**config.mk**
```make
export PLATFORM = sky130hd
export DESIGN_NAME = writeback_regfile
export DESIGN_NICKNAME = d
export VERILOG_FILES = /design/src/rtl/riscv_pkg.sv /design/src/rtl/result_mux.sv /design/src/rtl/writeback_regfile.sv
export SDC_FILE = /design/constraint.sdc
export NUM_CORES = 2
export LEC_CHECK = 0
export CAP_MARGIN = 20
export CORE_MARGIN = 2
export CORE_UTILIZATION = 45
export DETAILED_ROUTE_END_ITERATION = 16
export PLACE_DENSITY = 0.7
export SLEW_MARGIN = 20
export SYNTH_ARGS = -nofsm -noshare
export SYNTH_HDL_FRONTEND = slang
export SYNTH_SLANG_ARGS = --single-unit
```
**constraint.sdc**
```tcl
create_clock -name clk -period 3.3 [get_ports clk]
set_clock_uncertainty 0.15 [all_clocks]
set_input_delay 0.66 -clock clk [delete_from_list [all_inputs] [get_ports clk]]
set_output_delay 0.66 -clock clk [all_outputs]
set_load 0.01 [all_outputs]
```
**src/rtl/riscv_pkg.sv**
```systemverilog
// Shared RV32I pipeline types and sizes (result select encoding, widths).
// Latency: n/a, declarations only.
// Backpressure: n/a, declarations only.
package riscv_pkg;

    localparam int XLEN       = 32;
    localparam int REG_ADDR_W = 5;

    // Write-back result source; 2'b11 is reserved and decodes as ALU.
    typedef enum logic [1:0] {
        RES_ALU = 2'b00,
        RES_MEM = 2'b01,
        RES_PC4 = 2'b10
    } result_src_t;

endpackage

```
**src/rtl/result_mux.sv**
```systemverilog
// Pure 3:1 result selector (ALU / load data / PC+4), shared with forwarding.
// Latency: combinational, zero cycles.
// Backpressure: none; output always follows inputs.
import riscv_pkg::*;

module result_mux #(
    parameter int WIDTH = XLEN
) (
    input  result_src_t      sel,
    input  logic [WIDTH-1:0] alu_dat,
    input  logic [WIDTH-1:0] mem_dat,
    input  logic [WIDTH-1:0] pc4_dat,
    output logic [WIDTH-1:0] result_dat
);

    // Reserved encoding falls to ALU so the result is never X.
    always_comb begin
        result_dat = alu_dat;
        case (sel)
            RES_MEM: result_dat = mem_dat;
            RES_PC4: result_dat = pc4_dat;
            default: result_dat = alu_dat;
        endcase
    end

endmodule

```
**src/rtl/writeback_regfile.sv**
```systemverilog
// RV32I write-back stage: result select, 32x32 register file, commit counter.
// Latency: Result_W/RD*_D combinational; writes visible one edge later. Optional
// write-through when REGFILE_BYPASS_EN is defined. Backpressure: none (bubbles = RegWrite_W low).
import riscv_pkg::*;

module writeback_regfile #(
    parameter int WIDTH = XLEN,
    parameter int NREGS = 32
) (
    input  logic                  clk,
    input  logic                  rst_n,
    input  logic                  RegWrite_W,
    input  logic [1:0]            ResultSrc_W,
    input  logic [WIDTH-1:0]      ALUResult_W,
    input  logic [WIDTH-1:0]      ReadData_W,
    input  logic [WIDTH-1:0]      PCP4_W,
    input  logic [REG_ADDR_W-1:0] Rd_W,
    input  logic [REG_ADDR_W-1:0] Rs1_D,
    input  logic [REG_ADDR_W-1:0] Rs2_D,
    output logic [WIDTH-1:0]      RD1_D,
    output logic [WIDTH-1:0]      RD2_D,
    output logic [WIDTH-1:0]      Result_W,
    output logic [WIDTH-1:0]      WbCount
);

    // x0 is not stored; the array starts at x1.
    logic [WIDTH-1:0] regs [1:NREGS-1];
    logic [WIDTH-1:0] wb_count_q;
    logic             commit;

    result_mux #(.WIDTH(WIDTH)) u_result_mux (
        .sel        (result_src_t'(ResultSrc_W)),
        .alu_dat    (ALUResult_W),
        .mem_dat    (ReadData_W),
        .pc4_dat    (PCP4_W),
        .result_dat (Result_W)
    );

    assign commit  = RegWrite_W && (Rd_W != '0);
    assign WbCount = wb_count_q;

    // Commit the selected result; reset clears every stored register.
    always_ff @(posedge clk or negedge rst_n) begin
        if (!rst_n) begin
            for (int i = 1; i < NREGS; i++) begin
                regs[i] <= '0;
            end
        end else if (commit && (int'(Rd_W) < NREGS)) begin
            regs[Rd_W] <= Result_W;
        end
    end

    // Count committed writes; wraps silently.
    always_ff @(posedge clk or negedge rst_n) begin
        if (!rst_n) begin
            wb_count_q <= '0;
        end else if (commit) begin
            wb_count_q <= wb_count_q + {{(WIDTH-1){1'b0}}, 1'b1};
        end
    end

    // Read port A: x0 and out-of-range read as zero.
    always_comb begin
        RD1_D = '0;
        if ((Rs1_D != '0) && (int'(Rs1_D) < NREGS)) begin
            RD1_D = regs[Rs1_D];
        end
`ifdef REGFILE_BYPASS_EN
        // Write-through: gated by rst_n so reads stay zero during reset.
        if (rst_n && commit && (Rd_W == Rs1_D)) begin
            RD1_D = Result_W;
        end
`endif
    end

    // Read port B: same rules as port A.
    always_comb begin
        RD2_D = '0;
        if ((Rs2_D != '0) && (int'(Rs2_D) < NREGS)) begin
            RD2_D = regs[Rs2_D];
        end
`ifdef REGFILE_BYPASS_EN
        if (rst_n && commit && (Rd_W == Rs2_D)) begin
            RD2_D = Result_W;
        end
`endif
    end

endmodule

```
==> Word-level counts from Yosys, hierarchy flattened <==
Index checks and enable logic that the tools add are counted.
W data, S select, Z words.
{ "totals": {"reg_bits": 1024, "out_inout_bits": 128, "wordCells": 59} }
{ "op_classes": {"addsub": 1, "magnitude_cmp": 4, "eq_ne": 2, "mux": 12, "n_bitwise": 3, "reduce_logical": 5} }
{ "op_table": {"columns": ["operator", "count"], "rows": [
  ["$bwmux W992", 1],
  ["$bmux W32 S5", 2],
  ["$mux W32", 7],
  ["$demux W32 S5", 1],
  ["$pmux W32 S2", 1],
  ["$add A32 B1 Y32 const B", 1],
  ["$ge A6 B6 Y1 const B", 3],
  ["$not A5 Y6", 3],
  ["$reduce_bool A5 Y1", 3],
  ["$lt A6 B1 Y1 const B", 1],
  ["$eq A2 B1 Y1 const B", 1],
  ["$eq A2 B2 Y1 const B", 1],
  ["$logic_and A1 B1 Y1", 2]
]} }

==> Depth between registers and ports, before layout <==
{ "logic_depth": {"ltp_word": 6, "depth_mapped": 8} }

==> Hierarchy <==
A second synthesis with hierarchy kept.
{ "hier_totals": {"hier_cells": 3859, "hier_area_um2": 55132.9} }
{ "modules_own_cells": {"columns": ["module", "n_inst", "cells_each", "area_each_um2", "seq_area_each_um2"], "rows": [
  ["writeback_regfile", 1, 3746, 54496.0, 25624.6],
  ["result_mux", 1, 113, 636.9, 0.0]
]} }

==> Worst setup path before layout <==
No wires, ideal clock.
{ "synth_timing": {"kind": "in2out", "startpoint": "in Rs1_D[0]", "endpoint": "out RD1_D[10]", "arrival_time_ns": 2.231, "required_time_ns": 2.490, "path_slack_ns": 0.259, "path_stages": 7, "path_cell_list": "buf_2 > buf_2 > buf_2 > mux4_2 > mux2i_1 > nor2_1 > a211o_1"} }
{ "synth_between": {"elab_chain_cells": 5} }
{ "synth_rtl": {"columns": ["item", "line_no", "source"], "rows": [
  ["start: declaration", "writeback_regfile.sv:18", "input logic [REG_ADDR_W-1:0] Rs1_D,"],
  ["$not A5 Y6 (implied by the code)", "writeback_regfile.sv:66", "RD1_D = regs[Rs1_D];"],
  ["$bmux W32 S5", "writeback_regfile.sv:66", null],
  ["$mux W32 (implied by the code) (2 in a row)", "writeback_regfile.sv:66", null],
  ["$mux W32 (*)", "writeback_regfile.sv:65", "if ((Rs1_D != '0) && (int'(Rs1_D) < NREGS)) begin"],
  ["end: declaration", "writeback_regfile.sv:20", "output logic [WIDTH-1:0] RD1_D,"]
]} }
Mark *: on every way between the ends. The rest lies on a longest branch, timed or not. The select of a mux whose other input is x is not followed.

==> Worst setup path in the final report <==
{ "layout_timing": {"startpoint": "in Rs1_D[0]", "endpoint": "out RD1_D[13]"} }
Same word-level chain as after synthesis.

==> summary.txt <==
Job
  – Max_cap viols: 0

Clock tree
  – Clock sink count: 1024
  – CTS tree: built
  – Worst-path clk slew: roughly 0.060 ns
  – H-tree levels: 3
  – CTS Buffer Depth: 3
  – Root Buffer: clkbuf_16
  – Clock Latency Late Sink: just under 0.7 ns
  – TritonCTS Buffers: 105

Timing
  – Final setup violating endpoints: 17
  – Hold slack: between 0.2 and 0.3 ns
  – Setup TNS: -1.28 ns
  – Fmax: 0.291 GHz
  – Final Hold Fails: 0
  – Slew Limit Fails: 0
  – Min Tclk post-route: about 3.4 ns
  – Tightest Pin Transition: 1.22 ns
  – RSZ-0062 raised after global routing: yes
  – Tcrit/Tclk final: 104%
  – Max transition margin: 18.8%
  – Final WS setup: -0.133 ns

GRT
  – Total gr overflow: 0
  – GRT Util Overall: between 30% and 40%
  – Largest net degree at the start of global routing: approximately 150
  – Initial antenna violation count: 9
  – Vias in the first global route: ~45000
  – First-pass GRT wire length: between 200 and 300 mm

Setup path
  – CP Class: input pin to output port
  – Worst path slowest cell: mux4_2
  – CP startpoint kind: input pin
  – CP arrival: approximately 2.6 ns
  – CP Max Fanout: 8
  – Crit. End Element: output port
  – Critical-path cell list: buf_16, buf_12, buf_16, buf_12, mux4_2, mux2i_2, o22ai_1, a211o_2, buf_6
  – Worst path required time: roughly 2.5 ns
  – CP peak stage delay: roughly 0.52 ns

Die
  – Die height: 348 µm
  – Die area: around 120000 µm²
  – Initial core utilization: between 40% and 50%
  – Die width: roughly 350 µm
  – Num rows: 126
  – # IOs: 244
  – Core area: 118000 µm²

Yosys
  – Gate Count Post-Synth: between 4000 and 5000
  – Asr flop ratio synth: between 90% and 100%
  – Mapped Avg Cell Area: approximately 11 µm²
  – Mapped Area: about 53000 µm²
  – Cell variety after synth: 55
  – Yosys warns: 0
  – Post-synthesis register bit count: slightly above 1000
  – Top cell type's share of synthesized area: around 48%
  – Post-synth EDFFs: 0
  – Post-Syn Nets: slightly above 5000
  – Area contributors post-synth: dfrtp_1 (48%), mux4_2 (18%), o21ai_0 (9.0%)
  – Ys flop type: dfrtp_1
  – Cell taking the most area after synthesis: dfrtp_1
  – Post-synthesis sequential area ratio: about half

Cells and area
  – Post-layout instance area: approximately 68000 µm²
  – Layout overhead on the synthesized area: 27.1%
  – Final #Nets: 5471
  – Filler cells: roughly 9000
  – Final Core Density: a little under three fifths
  – Register area: about 26000 µm²
  – Footprint of the multi-input gates: around 26000 µm²
  – Layout cells sized above 1: between 20% and 30%

Place
  – Buffers added on ports: about 240
  – DP Worst Slack: -0.473 ns
  – Gpl congestion: between 0.9 and 1
  – Post-DP HPWL: 125 mm
  – Placed cell area: around 61000 µm²

Power and ir drop
  – Maximum vdd drop: 0.000520 V
  – PwrDens: ~560 nW/µm²
  – Leakage power: around 30 nW

Drt
  – Vias per Instance: between 6 and 7
  – Antenna-violating nets left: 0
  – First-iteration detailed-routing DRC count: 6584
  – Detailed Route WL: slightly below 200 mm
  – Routed len/inst: around 28 µm
  – Drt pass-1 iters: 7
  – Via count: 45100
  – DRC viols: 0

Status
  – Failing checks: setup timing
  – Status: complete, but fails checks

Min path
  – Hold Crit Class: input pin to asynchronous set/reset pin
-- cells in the final DEF (no fill, tap or decap), types with 64 or more instances in the layout --
cell / netlist / final
a22oi_1: 92 / 67
o21ai_0: 957 / 951
dfrtp_1: 1024 / 1024
o21ai_1: 82 / 88
nand2_1: 1059 / 1038
mux2i_1: 135 / 118
buf_4: 29 / 296
mux4_2: 432 / 432
nor2_1: 73 / 64
mux2_2: 92 / 92
clkdlybuf4s50_1: 0 / 135
clkbuf_16: 0 / 114
buf_12: 0 / 190
-- worst max-delay path: cells and delay by family --
family | cells | cell delay, ns
AOI/OAI and AO/OA | 2 | 0.53
buffers and inverters | 5 | 0.69
muxes | 2 | 0.69
-- cell families after synthesis --
kind of cell,share of synthesized area [%]
AO/OA/AOI/OAI,14.1
AND/OR/NAND/NOR,9.98
flip-flops,48.1
multiplexers,22.8
buffers and inverters,4.41
XOR/XNOR,0.510
adder cells (fa/ha/maj),0.0705
-- registers in the layout, summed over array words and instances (netlist names) --
name	cells
regs	992
WbCount	32
-- routing by layer --
| layer | share of wire (%) | track usage, % | vias up |
|---|---|---|---|
| met1 | 37 | 43.3 | 22500 |
| met4 | 5.2 | 16.2 | 4 |
| met5 | 0.015 | 0 | - |
| met3 | 14 | 10.7 | 656 |
| li1 | - | - | 18700 |
| met2 | 44 | 48.0 | 3211 |
-- what timing repair did --
action | CTS | global route
hold buffers | 1 | 0
endpoints found under the hold margin | 87 | 0
buffers inserted | 88 | 56
setup endpoints to repair | 96 | 74
gates cloned | 20 | 7
pin swaps | 49 | 45
gates resized for setup | 417 | 160
-- where the power goes --
group	switching (W)	leakage (nW)	internal, W	total, W
clock	0.00533	1.85	0.00759	0.0129
sequential	0.00181	13.6	0.0147	0.0165
combinational	0.00427	14.5	0.00447	0.00874
total	0.0114	29.9	0.0268	0.0382
-- through the flow --
stage,total power (W),instances
after floorplan,0.0210,4926
after CTS,0.0377,6927
after detailed placement,0.0247,6622
after global routing,0.0396,6979
final,0.0382,6981
after global placement,0.0243,6622
-- synthesized netlist by cell type, drive strengths merged (28+ instances only) --
| cell | number |
|---|---|
| nand2 | 1059 |
| nor2 | 73 |
| nand3 | 28 |
| inv | 39 |
| buf | 127 |
| nor2b | 51 |
| o21ai | 1039 |
| mux2 | 92 |
| mux4 | 432 |
| mux2i | 135 |
| o22ai | 62 |
| dfrtp | 1024 |
| a21oi | 47 |
| a221oi | 32 |
| nor3 | 32 |
| a22oi | 92 |
| clkbuf | 379 |
| a211o | 32 |
-- area by class of cell --
class                   count  area share (%)
diodes                      3          0.0111
clock buffers             145            4.52
clock inverters            52            1.00
inverters                  39           0.227
multi-input cells        3357            38.7
flip-flops and latches   1024            37.9
well taps                1536            2.84
repair buffers            825            14.9
-- final timing paths --
check	startpoint	end	slack, ns	cells after the start
min	rst_n	regs[509]$_DFFE_PN0P_	0.26	2
max in group asynchronous	rst_n	regs[972]$_DFFE_PN0P_	1.60	4
max	Rs1_D[0]	RD1_D[13]	-0.13	9
max reg2reg	WbCount[0]$_DFFE_PN0P_	WbCount[30]$_DFFE_PN0P_	1.11	5
min in group clk	WbCount[31]$_DFFE_PN0P_	WbCount[31]$_DFFE_PN0P_	0.33	1
min reg2reg	WbCount[31]$_DFFE_PN0P_	WbCount[31]$_DFFE_PN0P_	0.33	1
(Power assumes the default switching activity.)
